File: config.mk
export PLATFORM = sky130hd
export DESIGN_NAME = upd7801_bus_target
export DESIGN_NICKNAME = d
export VERILOG_FILES = /design/src/rtl/upd7801_bus_pkg.sv /design/src/rtl/upd7801_bus_target.sv
export SDC_FILE = /design/constraint.sdc
export NUM_CORES = 1
export LEC_CHECK = 0
export CAP_MARGIN = 20
export CORE_MARGIN = 2
export CORE_UTILIZATION = 47
export DETAILED_ROUTE_END_ITERATION = 16
export GPL_TIMING_DRIVEN = 0
export PLACE_DENSITY = 0.78
export SLEW_MARGIN = 20
export SYNTH_ARGS = -nofsm -noshare
export SYNTH_HDL_FRONTEND = slang
export SYNTH_SLANG_ARGS = --single-unit
File: constraint.sdc
create_clock -name CLK -period 3.1 [get_ports CLK]
set_clock_uncertainty 0.2 [all_clocks]
set_input_delay 0.62 -clock CLK [delete_from_list [all_inputs] [get_ports CLK]]
set_output_delay 0.62 -clock CLK [all_outputs]
set_load 0.02 [all_outputs]
File: src/rtl/upd7801_bus_pkg.sv
// rtl/upd7801_bus_pkg.sv - shared types and constants for the uPD7801 bus target
package upd7801_bus_pkg;

  typedef enum logic [2:0] {
    IDLE  = 3'd0,
    REQ   = 3'd1,
    HOLD  = 3'd2,
    DONE  = 3'd3,
    ABORT = 3'd4
  } state_t;

  localparam logic [7:0] DB_IDLE = 8'hFF;
  localparam int TO_W = 8;

endpackage

File: src/rtl/upd7801_bus_target.sv
// rtl/upd7801_bus_target.sv - uPD7801 bus responder bridging CPU strobes to a variable-latency memory port
module upd7801_bus_target
  import upd7801_bus_pkg::*;
#(
  parameter int MIN_WAIT = 0,
  parameter int TIMEOUT  = 255
) (
  input  logic        CLK,
  input  logic        RES,
  input  logic        CP1_POSEDGE,
  input  logic [15:0] A,
  input  logic        A_OE,
  input  logic        RDB,
  input  logic        WRB,
  input  logic [7:0]  DB_O,
  output logic [7:0]  DB_I,
  output logic        WAITB,
  output logic        MEM_REQ,
  output logic        MEM_WE,
  output logic [15:0] MEM_ADDR,
  output logic [7:0]  MEM_WDATA,
  input  logic [7:0]  MEM_RDATA,
  input  logic        MEM_ACK,
  output logic        ERR
);

  localparam logic [TO_W-1:0] TO_LIMIT  = TO_W'(TIMEOUT);
  localparam logic [TO_W-1:0] WAIT_LOAD = TO_W'(MIN_WAIT);
  localparam logic [TO_W-1:0] TO_MAX    = '1;

  state_t          state, next_state;
  logic            strobe;
  logic            aborted;
  logic            abort_now;
  logic            accept;
  logic            timeout_hit;
  logic [TO_W-1:0] to_cnt;
  logic [TO_W-1:0] to_cnt_inc;
  logic [TO_W-1:0] wait_cnt;
  logic            mem_req_d;
  logic            waitb_d;

  // Both strobes low is illegal on the bus; it falls through as a write.
  assign strobe      = A_OE & ~(RDB & WRB);
  assign abort_now   = aborted | ~strobe;
  assign to_cnt_inc  = (to_cnt == TO_MAX) ? TO_MAX : to_cnt + TO_W'(1);
  assign timeout_hit = (TIMEOUT != 0) && (to_cnt_inc == TO_LIMIT);
  assign accept      = (state == IDLE) && (next_state == REQ);

  always_ff @(posedge CLK or posedge RES) begin
    if (RES) state <= IDLE;
    else     state <= next_state;
  end

  always_comb begin
    next_state = state;
    case (state)
      IDLE: if (CP1_POSEDGE && strobe) next_state = REQ;
      REQ: begin
        // A CPU that walked away still lets memory finish, but never sees WAITB.
        if (MEM_ACK)          next_state = abort_now ? IDLE : HOLD;
        else if (timeout_hit) next_state = abort_now ? IDLE : DONE;
      end
      HOLD: begin
        if (abort_now)                          next_state = IDLE;
        else if (CP1_POSEDGE && wait_cnt == '0) next_state = DONE;
      end
      DONE: if (!strobe) next_state = IDLE;
      default: next_state = IDLE;
    endcase
  end

  always_comb begin
    mem_req_d = (next_state == REQ);
    waitb_d   = (next_state == DONE);
  end

  always_ff @(posedge CLK or posedge RES) begin
    if (RES) begin
      MEM_REQ <= 1'b0;
      WAITB   <= 1'b0;
    end else begin
      MEM_REQ <= mem_req_d;
      WAITB   <= waitb_d;
    end
  end

  always_ff @(posedge CLK or posedge RES) begin
    if (RES) begin
      DB_I      <= DB_IDLE;
      MEM_WE    <= 1'b0;
      MEM_ADDR  <= '0;
      MEM_WDATA <= '0;
      ERR       <= 1'b0;
      to_cnt    <= '0;
      wait_cnt  <= '0;
      aborted   <= 1'b0;
    end else begin
      if (accept) begin
        MEM_ADDR  <= A;
        MEM_WDATA <= DB_O;
        MEM_WE    <= ~WRB;
        DB_I      <= DB_IDLE;
        to_cnt    <= '0;
        aborted   <= 1'b0;
      end else if ((state == REQ || state == HOLD) && !strobe) begin
        aborted <= 1'b1;
      end

      if (state == REQ) begin
        to_cnt <= to_cnt_inc;
        if (MEM_ACK) begin
          if (!MEM_WE) DB_I <= MEM_RDATA;
          wait_cnt <= WAIT_LOAD;
        end else if (timeout_hit) begin
          ERR  <= 1'b1;
          DB_I <= DB_IDLE;
        end
      end

      if (state == HOLD && CP1_POSEDGE && wait_cnt != '0)
        wait_cnt <= wait_cnt - TO_W'(1);
    end
  end

endmodule

==> flow_summary.json <==
{
  "ant_nets": 0,
  "h-tree-depth": 2,
  "track_usage": 0.2191,
  "grt_pass1_vias": 2261,
  "hp-class": "reg -> reg",
  "setup_viol": 0,
  "post_synth.cell_area_avg_um2": 9.167,
  "ir_drop_uv": 338.6,
  "drcViolationCount": 0,
  "use_met3": 0.08506,
  "ys_warn_count": 0,
  "worst_slew_pin_slew_ns": 0.6625,
  "cts_buffers": 5,
  "pwr-share-comb": 0.286,
  "synth_seq_area_share": 0.5402,
  "routabilityCongestion": 0.7977,
  "stdcell_count": 439,
  "fin_crit_sh": 0.8394,
  "p_seq_frac": 0.496,
  "placed_cells": 431,
  "switching_share": 0.3106,
  "fmax_ghz": 0.3843,
  "grt_use_met1": 0.2910,
  "syn_nets": 327,
  "run_status": "finished, final reports clean",
  "start_util": 0.4803,
  "cp-start-kind": "primary input",
  "timing.rr.start": "to_cnt[0]",
  "holdWs_ns": 0.2742,
  "cts_tree": "built",
  "area_growth_pct": 35.34,
  "maxSlewViolCount": 0,
  "required_ns": 3.14,
  "power_frac_clock": 0.218,
  "startpoint": "A_OE",
  "wl_per_cell_um": 13.92,
  "ctsHoldBuffers": 0,
  "synthDistinctLibCells": 48,
  "cp_max_fo": 10,
  "finalHoldViolations": 0,
  "io_pins": 75,
  "synth_seq_cells": 56,
  "insertion_delay_ns": 0.31,
  "synth_edf_count": 0,
  "worstPathArrival_ns": 2.64,
  "slew_headroom": 0.5583,
  "drtIter0Drc": 190,
  "clkSinkCount": 56,
  "critPathCaptureType": "flip-flop",
  "coreArea_um2": 5439,
  "power_density_nw_per_um2": 531.8,
  "syn-cell-area_um2": 2613,
  "vias": 2255,
  "cts_resized": 0,
  "synthFlopType": "dfrtp_1",
  "die_h_um": 78.56,
  "syn_inst": 285,
  "final.min_clock_period_ns": 2.602,
  "worstSetupPathType": "in -> reg",
  "synthArstFlopShare": 1.000,
  "path_clk_slew_ns": 0.09,
  "fin_nets": 408,
  "hpwl_mm": 4.363,
  "grt_pass1_wl_mm": 10.65,
  "p_switching_w": 0.0005841,
  "met2_usage": 0.3350,
  "rsz0062_at_grt": "no",
  "leakagePower_nw": 1.582,
  "hold_path_startpoint": "ERR",
  "power.internal_w": 0.001296,
  "clk_root_buffer_cell": "clkbuf_8",
  "drive_gt1_frac": 0.07902,
  "routed_wl_mm": 6.110,
  "antenna_found_initial": 0,
  "port-buffer-count": 74,
  "gr-max-usage-layer": "met2",
  "fp.dieW_um": 78.56,
  "first_pass_iters": 4,
  "cap_viol_max_count": 0,
  "clockBufferDepth": 2,
  "vias_per_cell": 5.137,
  "grt_max_degree": 57,
  "rows": 27,
  "num_antenna_cells": 0,
  "cts_setup_buffers": 0,
  "overflow": 0,
  "fp.dieArea_um2": 6171
}
[area by class of cell]
class	instances	area, um2
clock buffer	8	90.09
sequential	56	1411
buffer	12	61.31
multi-input combinational	206	1099
fill	434	1903
tap	72	90.09
timing repair buffer	74	740.7
inverter	11	43.79
[synthesized netlist by cell type, types with 3 or more instances]
cell      instances  area (um2)
o21ai_0           6       30.03
clkbuf_1          9       33.78
dfstp_2           8       210.2
o22ai_1           9       56.30
nor3_1           12       60.06
ha_1              3       37.54
nor2_1            8       30.03
nand3_1           7       35.03
inv_1            11       41.29
a31oi_1           3       18.77
mux2i_1           8       80.08
a21oi_1          18       90.09
dfrtp_1          48        1201
and2_1            3       18.77
nand2_1          93       349.1
[path summary, 6_finish.rpt]
kind                                 to  slack, ns  depth (start not counted)
max in group asynchronous  MEM_WDATA[3]       1.69                          2
max                             DB_I[6]       0.50                          7
min                                 ERR       0.27                          2
min in group asynchronous   MEM_ADDR[5]       0.56                          2
max reg2reg                     DB_I[2]       0.64                          7
min reg2reg                         ERR       0.27                          2
[power groups by stage]
stage | clock network, W | logic [W] | registers [W]
after floorplan | 0 | 0.000162 | 0.00104
after global placement | 0 | 0.000528 | 0.000937
after detailed placement | 0 | 0.000540 | 0.000943
after CTS | 0.000425 | 0.000543 | 0.000933
after global routing | 0.000449 | 0.000585 | 0.000950
final | 0.000409 | 0.000538 | 0.000934
[cell usage in the layout, fill, tap and decap left out, types with 6 or more instances in the layout]
master / n
clkdlybuf4s50_1: 74
a21oi_1: 18
mux2i_1: 8
nand3_1: 7
nor2_1: 8
dfstp_2: 8
clkbuf_1: 11
nand2_1: 93
clkbuf_8: 6
dfrtp_1: 48
o22ai_1: 9
o21ai_0: 6
inv_1: 10
nor3_1: 12
[state kept, by name, summed over array words and instances (netlist names)]
name       flops
MEM_ADDR      16
DB_I           8
MEM_WDATA      8
to_cnt         8
wait_cnt       8
state          3
ERR            1
MEM_REQ        1
MEM_WE         1
WAITB          1
aborted        1
[cell families after synthesis]
group           after synthesis  share of synthesized area
buf+inv                      23                    0.03927
simple gates                142                     0.2481
compound gates               51                     0.1226
xor+xnor                      1                   0.003353
other cells                   1                   0.001435
flops                        56                     0.5402
mux                           8                    0.03065
fa+ha+maj                     3                    0.01437
[critical path, cell delays in order]
cell	delay, ns
clkdlybuf4s50_1	0.45
a21boi_0	0.37
and3_1	0.22
clkbuf_1	0.32
clkbuf_1	0.41
nor3_1	0.08
a21oi_1	0.17
[per-stage QoR]
step	power [W]	utilization	setup TNS [ns]	instance area [um2]	worst slack [ns]
3_5_place_dp	0.001483	0.6335	0	3446	0.1556
5_1_grt	0.001984	0.6501	0	3536	0.2692
6_report	0.001880	0.6501	0	3536	0.4977
4_1_cts	0.001900	0.6501	0	3536	0.4803
2_1_floorplan	0.001202	-	0	2613	0.8522
3_3_place_gp	0.001465	0.6331	-5.037	3443	-0.1081
[routing by layer]
metal	wire, um	vias to the layer above	part of all wire
li1	-	1131	-
met1	2706	1047	0.44
met2	2762	70	0.45
met3	574	7	0.094
met4	66	0	0.011
met5	0	-	0
No activity file was read; power rests on OpenSTA's default activity.
